<file path="config.mk">
export PLATFORM = sky130hd
export DESIGN_NAME = uart_tx_record
export DESIGN_NICKNAME = d
export VERILOG_FILES = /design/src/rtl/uart_tx_record.sv
export SDC_FILE = /design/constraint.sdc
export NUM_CORES = 1
export LEC_CHECK = 0
export ABC_AREA = 1
export BUFFER_PORTS_ARGS = -buffer_cell sky130_fd_sc_hd__buf_2
export CAP_MARGIN = 20
export CORE_ASPECT_RATIO = 0.5
export CORE_UTILIZATION = 30
export CTS_CLUSTER_DIAMETER = 60
export DETAILED_ROUTE_END_ITERATION = 10
export GPL_ROUTABILITY_DRIVEN = 1
export GPL_TIMING_DRIVEN = 0
export PLACE_DENSITY = 0.48
export SYNTH_ARGS = -nofsm -noshare
export SYNTH_HDL_FRONTEND = slang
export SYNTH_SLANG_ARGS = --single-unit
export TNS_END_PERCENT = 5
</file>
<file path="constraint.sdc">
create_clock -name clk -period 1.97 [get_ports clk]
set_input_delay 0.394 -clock clk [delete_from_list [all_inputs] [get_ports clk]]
set_output_delay 0.394 -clock clk [all_outputs]
set_load 0.01 [all_outputs]
</file>
<file path="src/rtl/uart_tx_record.sv">
// uart_tx_record: serialises {addr, count} histogram records as UART frames, MSB byte first
module uart_tx_record #(
  parameter int WIDTH_DATA  = 16,
  parameter int LENGTH_ADDR = 10,
  parameter int BAUD_DIV    = 10417,
  parameter int PARITY_MODE = 1,
  parameter int STOP_BITS   = 1
) (
  input  logic                   clk,
  input  logic                   rst,
  input  logic                   rec_valid,
  output logic                   rec_ready,
  input  logic [WIDTH_DATA-1:0]  rec_data,
  output logic [LENGTH_ADDR-1:0] addr,
  output logic                   addr_wrap,
  output logic                   busy,
  output logic                   txd
);
  localparam int ND = (WIDTH_DATA + 7) / 8;
  localparam int NA = (LENGTH_ADDR + 7) / 8;
  localparam int NB = NA + ND;
  localparam int SW = 8 * NB;
  localparam int BW = $clog2(BAUD_DIV);
  localparam int CW = $clog2(NB) + 1;
  localparam logic [BW-1:0] BAUD_MAX = BW'(BAUD_DIV - 1);
  localparam logic [2:0] IDLE = 3'd0, START = 3'd1, DATA = 3'd2, PARITY = 3'd3, STOP = 3'd4;
  localparam bit HAS_PAR = (PARITY_MODE == 1) || (PARITY_MODE == 2);
  localparam bit ODD = PARITY_MODE == 2;
  localparam logic [2:0] LAST_STOP = (STOP_BITS == 2) ? 3'd1 : 3'd0;
  logic [2:0]    state, bit_cnt, bit_nx;
  logic [BW-1:0] baud_cnt;
  logic [CW-1:0] byte_cnt;
  logic [SW-1:0] shreg;
  logic [7:0]    cur;
  logic          tick;
  assign cur       = shreg[SW-1 -: 8];
  assign bit_nx    = bit_cnt + 3'd1;
  assign tick      = baud_cnt == BAUD_MAX;
  assign rec_ready = (state == IDLE) && !rst;
  assign busy      = state != IDLE;
  // txd is loaded with the level of the state being entered, so each bit lasts exactly BAUD_DIV cycles
  always_ff @(posedge clk) begin
    if (rst) begin
      state     <= IDLE;
      txd       <= 1'b1;
      addr      <= '0;
      addr_wrap <= 1'b0;
      baud_cnt  <= '0;
      bit_cnt   <= '0;
      byte_cnt  <= '0;
      shreg     <= '0;
    end else begin
      addr_wrap <= 1'b0;
      if (state == IDLE) begin
        if (rec_valid) begin
          shreg    <= {(8*NA)'(addr), (8*ND)'(rec_data)};
          byte_cnt <= CW'(NB - 1);
          baud_cnt <= '0;
          bit_cnt  <= '0;
          state    <= START;
          txd      <= 1'b0;
        end
      end else if (!tick) begin
        baud_cnt <= baud_cnt + 1'b1;
      end else begin
        baud_cnt <= '0;
        case (state)
          START: begin
            state   <= DATA;
            bit_cnt <= '0;
            txd     <= cur[0];
          end
          DATA:
            if (bit_cnt != 3'd7) begin
              bit_cnt <= bit_nx;
              txd     <= cur[bit_nx];
            end else if (HAS_PAR) begin
              state <= PARITY;
              txd   <= ^cur ^ ODD;
            end else begin
              state   <= STOP;
              bit_cnt <= '0;
              txd     <= 1'b1;
            end
          PARITY: begin
            state   <= STOP;
            bit_cnt <= '0;
            txd     <= 1'b1;
          end
          default:
            if (bit_cnt != LAST_STOP) begin
              bit_cnt <= bit_nx;
            end else if (byte_cnt != '0) begin
              byte_cnt <= byte_cnt - 1'b1;
              shreg    <= shreg << 8;
              state    <= START;
              txd      <= 1'b0;
            end else begin
              state     <= IDLE;
              addr      <= addr + 1'b1;
              addr_wrap <= &addr;
              txd       <= 1'b1;
            end
        endcase
      end
    end
  end
endmodule

</file>
# ---- After elaboration in Yosys (flattened, before gate mapping)
# Index checks and enable logic that the tools add are counted.
dict set report word_totals {
  inputBits 19
  wordCells 85
  n_memories 0
  mem_bits_ro 0
  register_bits 67
  out_inout_bits 14
  ramBits 0
  latch_bits 0
}
dict set report op_classes {
  add_sub_neg 4
  n_bitwise 5
  n_eq_ne 11
  shifts 0
  n_reduce_logical 19
  multipliers 0
  div_mod_pow 0
  n_mux 37
  n_lt_le_gt_ge 1
}
# operator count
set op_table {}
lappend op_table {{$mux W32} 6}
lappend op_table {{$mux W3} 16}
lappend op_table {{$mux W14} 3}
lappend op_table {{$add A14 B1 Y14 const B} 1}
lappend op_table {{$eq A14 B14 Y1 const B} 1}
lappend op_table {{$add A10 B1 Y10 const B} 1}
lappend op_table {{$reduce_and A10 Y1} 1}
lappend op_table {{$reduce_and A5 Y1} 2}
lappend op_table {{$ne A3 B3 Y1 const B} 3}
lappend op_table {{$pmux W3 S3} 1}
lappend op_table {{$reduce_bool A3 Y1} 3}
lappend op_table {{$mux W1} 8}
lappend op_table {{$reduce_and A4 Y1} 2}
lappend op_table {{$reduce_or A8 Y1} 1}
lappend op_table {{$reduce_xor A8 Y1} 1}
lappend op_table {{$eq A3 B2 Y1 const B} 2}
lappend op_table {{$pmux W3 S2} 1}
lappend op_table {{$ne A5 B2 Y1 const B} 1}
lappend op_table {{$not A1 Y1} 5}
lappend op_table {{$lt A3 B4 Y1 const B} 1}
lappend op_table {{$ne A2 B2 Y1 const B} 2}
lappend op_table {{$reduce_bool A2 Y1} 2}
lappend op_table {{$reduce_bool A4 Y1} 1}
lappend op_table {{$add A3 B1 Y3 const B} 1}
lappend op_table {{11 further kinds} 11}

# ---- Longest topological paths before layout
# Gate-level depths: netlist (run 1).
dict set report depth {
  depth_word 7
  depth_mapped 11
  depth_no_buf 11
}

# ---- Worst setup path after synthesis (run 1)
# No wires, ideal clock.
dict set report synth_timing {
  path_type {register to register}
  start {register bit_cnt[0]}
  end {register addr[7]}
  synth_period_minus_slack_ns 1.697
  path_stages_with_launch 12
  arrival_ns 1.580
  slack_ns 0.273
  setup_ns 0.117
  n_path_buf 0
  required_ns 1.853
  path_cell_list {dfxtp_1 > inv_1 > ha_1 > inv_1 > nor2_1 > nand2_1 > nor2_1 > nand2_1 > nor2_1 > nand3_1 > nand2_1 > a21oi_1}
}
dict set report synth_between {
  elab_chain_cells 3
}
# item line
set synth_rtl {}
lappend synth_rtl {{start, declared} 30} ;# logic [2:0] state, bit_cnt, bit_nx;
lappend synth_rtl {{start signal, assigned} 75} ;# bit_cnt <= bit_nx;
lappend synth_rtl {{start signal, assigned} 92} ;# bit_cnt <= bit_nx;
lappend synth_rtl {{$reduce_bool A3 Y1} 91} ;# if (bit_cnt != LAST_STOP) begin
lappend synth_rtl {{$not A1 Y1 (no source line)} n/a}
lappend synth_rtl {{$reduce_and A5 Y1 (no source line)} n/a}
lappend synth_rtl {{end signal, assigned} 100} ;# addr <= addr + 1'b1;
lappend synth_rtl {{end, declared} 14} ;# output logic [LENGTH_ADDR-1:0] addr,
# Every way passes these cells.
# A chain may end at the register's enable or synchronous reset.

# ---- Final worst setup path (run 1)
dict set report layout_timing {
  start {register state[2]}
  end {output port rec_ready}
}
dict set report layout_between {
  elab_chain_cells 2
}
# item line
set layout_rtl {}
lappend layout_rtl {{start, declared} 30}
lappend layout_rtl {{start signal, assigned} 44} ;# state <= IDLE;
lappend layout_rtl {{start signal, assigned} 60} ;# state <= START;
lappend layout_rtl {{start signal, assigned} 69} ;# state <= DATA;
lappend layout_rtl {{$logic_not A3 Y1} 39} ;# assign rec_ready = (state == IDLE) && !rst;
lappend layout_rtl {{$logic_and A1 B1 Y1} 39}
lappend layout_rtl {{end, declared} 12} ;# output logic rec_ready,
# Every way passes these cells.

==> impl_metrics.tcl, run 1 <==
set metrics [dict create \
    hold_viol 0 \
    reg2reg_depth 8 \
    start_kind "flop" \
    maxSlewHeadroom_pct 55.3 \
    cts.sink_count 67 \
    die-area_um2 12900 \
    rr_endpoint "shreg[19]" \
    pin_count 33 \
    cts_tree "done" \
    cp_slowest_stage_delay_ns 0.36 \
    ant_nets 0 \
    synthTopCellsByArea "dfxtp_1 36%, nand2_1 19%, nor2_1 8.2%" \
    htree_levels 3 \
    crit_path_cell_trace "nor2_4 -> nand2_4 -> buf_6 -> clkbuf_4 -> nor2_1 -> buf_2" \
    post-place-ws_ns -0.139 \
    fp.coreArea_um2 11900 \
    syn_area_um2 3710 \
    synthToLayoutAreaGrowth_pct 19.3 \
    yosys_warnings 0 \
    path_class "reg2out" \
    max_cap_violations 0 \
    die_x_um 159 \
    routedWlPerCell_um 12.3 \
    fin_ws_ns 0.105 \
    clk_pin_slew_ns 0.06 \
    synthDistinctLibCells 33 \
    slowest_stage "dfxtp_2" \
    ir_drop_uv 530 \
    hold_path_class "in2reg" \
    finalCritPeriodShare_pct 94.7 \
    arrival_ns 1.47 \
    min_delay_path_depth 3 \
    maxSlewViolCount 0 \
    antenna_found_initial 0 \
    rsz0062_at_grt "true" \
    rows 28 \
    drt_iter0_drc 206 \
    synth_cells 586 \
    grt_max_degree 13 \
    synth_area_per_cell_um2 6.34 \
    die_h_um 80.7 \
    routed_wl_um 9850 \
    via_count 3527 \
    worst_pin_slew_ns 0.670 \
    nets 658 \
    whs_ns 0.303 \
    min_from "rec_data[5]" \
    portBuffers 32 \
    overflow 0 \
    ctsHoldBuffers 0 \
    cp.required_ns 1.58 \
    gp_congestion 0.880 \
    grt_pass1_vias 3158 \
    clk-insertion-delay-late_ns 0.34 \
    endpoint_kind "output pin" \
    grt_use_total_pct 16.4 \
    drive_gt1_share_pct 13.4 \
    max_freq_mhz 536 \
    status "finished, final reports clean" \
    crit_family "buffers and inverters" \
    root_buffer "clkbuf_16" \
    place.detailed.hpwl_um 7220 \
    syn_nets 613 \
    p_leak_uw 0.00201 \
    setup_viol 0 \
    r2r-start "byte_cnt[0]" \
    power_density_nw_per_um2 1500 \
    min_to "shreg[5]" \
    drc_errors 0 \
    start_util_pct 31.1 \
    r2r_slack_ns 0.11 \
    yosysSeqAreaShare_pct 36.1 \
    grt_first_pass_wirelength_um 16100 \
    synth_top_area_share_pct 36.1 \
    ys_ff_latch 67 \
    finClkSkew_ns 0.00700 \
    cts_buffer_depth 2 \
    cts_buffers 9 \
    critPathBufInv 3 \
    finalCriticalPeriod_ns 1.87 \
    yosys.area.top_type "dfxtp_1" \
    crit_fanout 10 \
    post_drt_via_cell_ratio 4.40 \
    firstDrtPassIters 4 \
]
==> final cells by class <==
cell class                 instances  area [um^2]
clock inverter                     7         68.8
tap                              165          206
sequential                        67         1340
buffer                            16          103
timing repair buffer              34          175
clock buffer                       9          225
fill                            1317         7520
multi-input combinational        423         2010
antenna                            1         2.50
inverter                          80          300
==> per-stage QoR <==
stage          TNS (ns)  instances  util (%)  total power (uW)  area (um^2)
4_1_cts               0        800      36.7              6650         4390
3_5_place_dp     -0.378        783      34.1              4980         4080
2_1_floorplan         0        586         -              4220         3710
6_report              0        802      37.1              6620         4430
5_1_grt          -0.480        801      37.1              7270         4430
3_3_place_gp     -0.448        783      34.1              4990         4080
==> worst max-delay path by stage <==
stage,startpoint,to,slack [ns],cells after the start
final,state[2],rec_ready,0.10,6
after global routing,baud_cnt[0],shreg[25],-0.07,10
after CTS,bit_cnt[0],addr[5],0.003,11
after detailed placement,bit_cnt[0],addr[5],-0.14,11
after global placement,bit_cnt[0],addr[5],-0.15,11
after floorplan,bit_cnt[0],addr[7],0.27,11
==> metal layers <==
layer | vias up | GRT usage [%] | wire (um)
met1 | 1533 | 22.6 | 5260
met3 | 10 | 4.24 | 360
met5 | - | 0 | 0
li1 | 1930 | - | -
met2 | 54 | 24.9 | 4140
met4 | 0 | 5.00 | 95
==> kinds of logic (layout without fill, tap and decap cells) <==
family / count (synthesis) / count (layout) / synth area share [%]
and+or+nand+nor: 323 / 323 / 36.3
buffers and inverters: 96 / 146 / 10.8
AOI/OAI and AO/OA: 85 / 85 / 12.4
DFF: 67 / 67 / 36.1
adders and majority gates: 8 / 8 / 2.70
xor gates and xnor gates: 7 / 7 / 1.65
other: 0 / 1 / 0
==> Yosys cell counts (all sizes together) <==
library cell and n:
a211oi 1, a21oi 44, and2 1, buf 10, clkbuf 6, dfxtp 67, ha 8, inv 80
nand2 189, nand3 31, nand4 10, nor2 84, nor3 5, nor3b 1, o211a 1, o21ai 35
o21bai 2, o31ai 2, or2 2, xnor2 2, xor2 5
==> power breakdown <==
part           switching (uW)  internal (uW)  total [uW]
Sequential                207           1690        1890
Combinational            2040           1080        3120
Clock                     634            974        1610
Total                    2880           3740        6620
==> layout by cell type, fill, tap and decap left out, drive strengths merged <==
cell and instances:
a211oi 1, a21oi 44, and2 1, buf 43
bufinv 1, clkbuf 16, clkinv 4, clkinvlp 2
dfxtp 67, diode 1, ha 8, inv 80
nand2 189, nand3 31, nand4 10, nor2 84
nor3 5, nor3b 1, o211a 1, o21ai 35
o21bai 2, o31ai 2, or2 2, xnor2 2
xor2 5
==> worst reg2reg max path: stages, from the launching register on <==
cell	delay, ns
dfxtp_1	0.33
inv_1	0.06
ha_1	0.21
ha_1	0.23
o21ai_4	0.24
nand4_4	0.25
buf_2	0.25
nor2_1	0.13
nor2_1	0.06
==> sequential cells by signal (all words and copies together) (netlist names) <==
| signal | cells |
|---|---|
| addr | 10 |
| addr_wrap | 1 |
| bit_cnt | 3 |
| txd | 1 |
| shreg | 32 |
| baud_cnt | 14 |
| state | 3 |
| byte_cnt | 3 |
==> what timing repair did <==
item | CTS | global route
endpoints found under the setup margin | 6 | 27
endpoints found under the hold margin | 0 | 0
setup buffers | 1 | 1
resized for setup | 3 | 11
pin swaps | 0 | 1
No activity file was read; power rests on OpenSTA's default activity.
==> run 2: changes to the inputs <==
--- a/config.mk
+++ b/config.mk
@@ -15,6 +15,7 @@
 export GPL_ROUTABILITY_DRIVEN = 1
 export GPL_TIMING_DRIVEN = 0
 export PLACE_DENSITY = 0.48
+export RECOVER_POWER = 50
 export SYNTH_ARGS = -nofsm -noshare
 export SYNTH_HDL_FRONTEND = slang
 export SYNTH_SLANG_ARGS = --single-unit
==> run 2 against run 1 <==
Net effect:
- cell count stayed put
- first-iteration DRC count is 1.9% higher
- non-clock buffer count stayed put
- fmax is 1.8% lower
- critical endpoint unchanged
- largest power group unchanged
==> impl_metrics.tcl, run 2 (synthesized netlist as in run 1, its figures left out) <==
set metrics [dict create \
    maxSlewHeadroom_pct 54.1 \
    reg.largest.list "shreg (32), baud_cnt (14), addr (10)" \
    portBuffers 32 \
    grt_use_total_pct 16.4 \
    routed_wl_um 9850 \
    die_h_um 80.7 \
    firstDrtPassIters 4 \
    largest_register "shreg" \
    pin_count 33 \
    fp.coreArea_um2 11900 \
    finClkSkew_ns 0.00761 \
    htree_levels 3 \
    overflow 0 \
    crit_path_cell_trace "nor2_4 -> nand2_1 -> buf_6 -> clkbuf_4 -> nor2_1 -> buf_2" \
    grt_max_degree 13 \
    clk-insertion-delay-late_ns 0.34 \
    rsz0062_at_grt "true" \
    post_drt_via_cell_ratio 4.38 \
    place.detailed.hpwl_um 7220 \
    drt_iter0_drc 210 \
    cp_slowest_stage_delay_ns 0.41 \
    min_to "shreg[5]" \
    final_core_util_pct 36.9 \
    finalCriticalPeriod_ns 1.90 \
    min_delay_path_depth 3 \
    max_cap_violations 0 \
    synthToLayoutAreaGrowth_pct 18.6 \
    ir_drop_uv 530 \
    start_util_pct 31.1 \
    finalCritPeriodShare_pct 96.5 \
    gp_congestion 0.880 \
    tns_ns 0 \
    cts.sink_count 67 \
    arrival_ns 1.51 \
    die_x_um 159 \
    via_count 3516 \
    nets 658 \
    ctsHoldBuffers 0 \
    routedWlPerCell_um 12.3 \
    min_from "rec_data[5]" \
    rows 28 \
    status "finished, final reports clean" \
    die-area_um2 12900 \
    final_common_cell "nand2_1" \
    drc_errors 0 \
    power_density_nw_per_um2 1500 \
    crit_fanout 10 \
    grt_pass1_vias 3158 \
    hold_viol 0 \
    hold_path_class "in2reg" \
    placed_area_um2 4080 \
    ant_nets 0 \
    cts_buffer_depth 2 \
    max_freq_mhz 526 \
    antenna_found_initial 0 \
    cp.required_ns 1.58 \
    largest_register_ffs 32 \
    grt_first_pass_wirelength_um 16100 \
    p_leak_uw 0.00195 \
    path_class "reg2out" \
    fillers 1327 \
    setup_viol 0 \
    slowest_stage "dfxtp_2" \
    layout_common_cells "187 x nand2_1, 78 x nor2_1, 72 x inv_1, 66 x dfxtp_1, 43 x a21oi_1" \
    endpoint_kind "output pin" \
    design_area_um2 4400 \
    rr_endpoint "shreg[19]" \
    cts_buffers 9 \
    cts_tree "done" \
    r2r_slack_ns 0.11 \
    root_buffer "clkbuf_16" \
    start_kind "flop" \
    maxSlewViolCount 0 \
    reg2reg_depth 8 \
    clk_pin_slew_ns 0.06 \
    r2r-start "byte_cnt[0]" \
    drive_gt1_share_pct 10.8 \
    worst_pin_slew_ns 0.689 \
]
-- run 2: through the flow --
step	power [uW]	hold slack [ns]	worst slack, ns	std cells
after floorplan	4220	0.439	0.273	586
after global placement	4990	0.449	-0.154	783
after detailed placement	4980	0.453	-0.139	783
after CTS	6650	0.294	0.00315	800
after global routing	7250	0.308	-0.0724	801
final	6600	0.302	0.0697	802
-- run 2: worst max path at each step --
stage / start / end / slack, ns / depth (start not counted)
final: state[2] / rec_ready / 0.07 / 6
after detailed placement: bit_cnt[0] / addr[5] / -0.14 / 11
after floorplan: bit_cnt[0] / addr[7] / 0.27 / 11
after CTS: bit_cnt[0] / addr[5] / 0.003 / 11
after global placement: bit_cnt[0] / addr[5] / -0.15 / 11
after global routing: baud_cnt[0] / shreg[25] / -0.07 / 10
-- run 2: worst max-delay path, delay by kind of cell, from the launching register on --
kind,cells,cell delay (ns)
flops,1,0.41
buf+inv,3,0.54
simple gates,3,0.22
-- run 2: cell type report --
type | instances | area [um^2] | share of cell area [%]
repair buffers | 34 | 159 | 3.61
well taps | 165 | 206 | 4.69
diodes | 1 | 2.50 | 0.0568
plain buffers | 16 | 101 | 2.30
flip-flops and latches | 67 | 1340 | 30.5
clock buffers | 9 | 225 | 5.11
clock inverters | 7 | 68.8 | 1.56
multi-input cells | 423 | 2000 | 45.4
inverters | 80 | 300 | 6.82
-- run 2: layer usage --
metal | up-vias | wire, um | GRT usage (%)
met3 | 10 | 298 | 4.24
met2 | 50 | 4130 | 24.9
met5 | - | 0 | 0
met4 | 0 | 94 | 5.00
met1 | 1524 | 5330 | 22.6
li1 | 1932 | - | -
-- run 2: power breakdown --
group          leakage, uW  switching (uW)  internal, uW  total (uW)
combinational      0.00126            2030          1070        3100
sequential        0.000547             205          1690        1890
clock             0.000141             635           974        1610
total              0.00195            2870          3730        6600
-- run 2: repair_timing --
item,CTS,global route
gates resized for setup,3,11
pin swaps,0,1
endpoints found under the setup margin,6,27
setup buffers,1,1
==> run 3: changes to the inputs <==
--- a/config.mk
+++ b/config.mk
@@ -9,13 +9,12 @@
 export BUFFER_PORTS_ARGS = -buffer_cell sky130_fd_sc_hd__buf_2
 export CAP_MARGIN = 20
 export CORE_ASPECT_RATIO = 0.5
-export CORE_UTILIZATION = 30
+export CORE_UTILIZATION = 35
 export CTS_CLUSTER_DIAMETER = 60
 export DETAILED_ROUTE_END_ITERATION = 10
 export GPL_ROUTABILITY_DRIVEN = 1
 export GPL_TIMING_DRIVEN = 0
-export PLACE_DENSITY = 0.48
-export RECOVER_POWER = 50
+export PLACE_DENSITY = 0.51
 export SYNTH_ARGS = -nofsm -noshare
 export SYNTH_HDL_FRONTEND = slang
 export SYNTH_SLANG_ARGS = --single-unit
==> run 3 against run 2 <==
Net effect:
- power grew 3.8%
- register-to-register slack gained 0.03 ns
- largest power group unchanged
- via count grew 1.4%
- sequential share of layout area shrank 0.25 points
- cell count shrank 3.0%
- non-clock buffer count grew 2
==> impl_metrics.tcl, run 3 (synthesized netlist as in run 1, its figures left out) <==
set metrics [dict create \
    grt_first_pass_wirelength_um 16300 \
    portBuffers 32 \
    layout_common_cells "186 x nand2_1, 78 x nor2_1, 72 x inv_1, 66 x dfxtp_1, 43 x a21oi_1" \
    cts.sink_count 67 \
    cts_buffer_depth 2 \
    slowest_stage "dfxtp_2" \
    max_cap_violations 0 \
    rsz0062_at_grt "true" \
    cp_slowest_stage_delay_ns 0.37 \
    placed_area_um2 4050 \
    final_common_cell "nand2_1" \
    antenna_cells 0 \
    hold_viol 0 \
    status "finished, final reports clean" \
    p_leak_uw 0.00203 \
    routedWlPerCell_um 12.7 \
    ctsHoldBuffers 0 \
    antenna_found_initial 0 \
    rows 26 \
    largest_register_ffs 32 \
    worst_pin_slew_ns 0.700 \
    place.detailed.hpwl_um 7260 \
    r2r_slack_ns 0.14 \
    cp.required_ns 1.58 \
    gp_congestion 0.823 \
    synthToLayoutAreaGrowth_pct 19.6 \
    max_freq_mhz 530 \
    grt_max_degree 12 \
    via_count 3565 \
    crit_path_cell_trace "nor2_4 -> nand2_4 -> buf_6 -> clkbuf_4 -> nor2_1 -> buf_2" \
    arrival_ns 1.49 \
    firstDrtPassIters 5 \
    maxSlewViolCount 0 \
    crit_fanout 10 \
    cts_buffers 9 \
    pin_count 33 \
    root_buffer "clkbuf_16" \
    design_area_um2 4440 \
    die-area_um2 11000 \
    reg.largest.list "shreg (32), baud_cnt (14), addr (10)" \
    grt_pass1_vias 3244 \
    die_h_um 74.8 \
    finalCritPeriodShare_pct 95.8 \
    power_density_nw_per_um2 1540 \
    drive_gt1_share_pct 13.3 \
    ant_nets 0 \
    path_class "reg2out" \
    setup_viol 0 \
    die_x_um 148 \
    finalCriticalPeriod_ns 1.89 \
    ir_drop_uv 533 \
    clk_pin_slew_ns 0.06 \
    clk-insertion-delay-late_ns 0.33 \
    largest_register "shreg" \
    drt_iter0_drc 216 \
    maxSlewHeadroom_pct 53.4 \
    fp.coreArea_um2 10200 \
    start_kind "flop" \
    hold_path_class "in2reg" \
    endpoint_kind "output pin" \
    tns_ns 0 \
    finClkSkew_ns 0.00681 \
    grt_use_total_pct 19.4 \
    overflow 0 \
    cts_tree "done" \
    routed_wl_um 9900 \
    start_util_pct 36.2 \
    nets 660 \
    post_drt_via_cell_ratio 4.58 \
    drc_errors 0 \
    htree_levels 3 \
]
## run 3: worst paths after layout
path | from | to | cells past startpoint
max | state[2] | rec_ready | 6
min | rec_data[5] | shreg[5] | 3
max reg2reg | baud_cnt[0] | state[1] | 9
min reg2reg | shreg[5] | shreg[5] | 2
## run 3: area by class of cell
type                       instances  area, um^2
timing repair buffer              36         190
buffer                            16         105
multi-input combinational        423        2000
tap                              140         175
clock buffer                      12         256
inverter                          80         300
fill                            1155        5810
clock inverter                     4        72.6
sequential                        67        1340
## run 3: metrics by stage
step           hold slack [ns]  cells  setup WS [ns]  power, uW  util, %
2_1_floorplan            0.439    586          0.273       4220        -
3_3_place_gp             0.448    758         -0.161       4960     39.5
3_5_place_dp             0.453    758         -0.164       4970     39.5
4_1_cts                  0.298    775         0.0431       6840     42.9
5_1_grt                  0.318    778        -0.0212       7490     43.3
6_report                 0.306    778         0.0818       6850     43.3
## run 3: repair_timing
item,CTS,global route
setup buffers,1,3
resized for setup,4,8
pin swaps,0,3
endpoints found under the setup margin,10,29
## run 3: worst max-delay path: cells and delay by family, from the launching register on
family	cells	cell delay (ns)
buf+inv	3	0.48
flops	1	0.37
simple gates	3	0.31
## run 3: metal layers
layer | track usage, % | share of wire (%) | vias up
met5 | 0 | 0 | -
met4 | 4.81 | 1.0 | 0
met3 | 4.55 | 4.1 | 6
met2 | 30.3 | 41 | 57
met1 | 27.1 | 54 | 1570
li1 | - | - | 1932
## run 3: where the power goes
part,switching (uW),internal [uW]
clock network,616,1180
logic,2050,1120
registers,201,1690
total,2870,3980
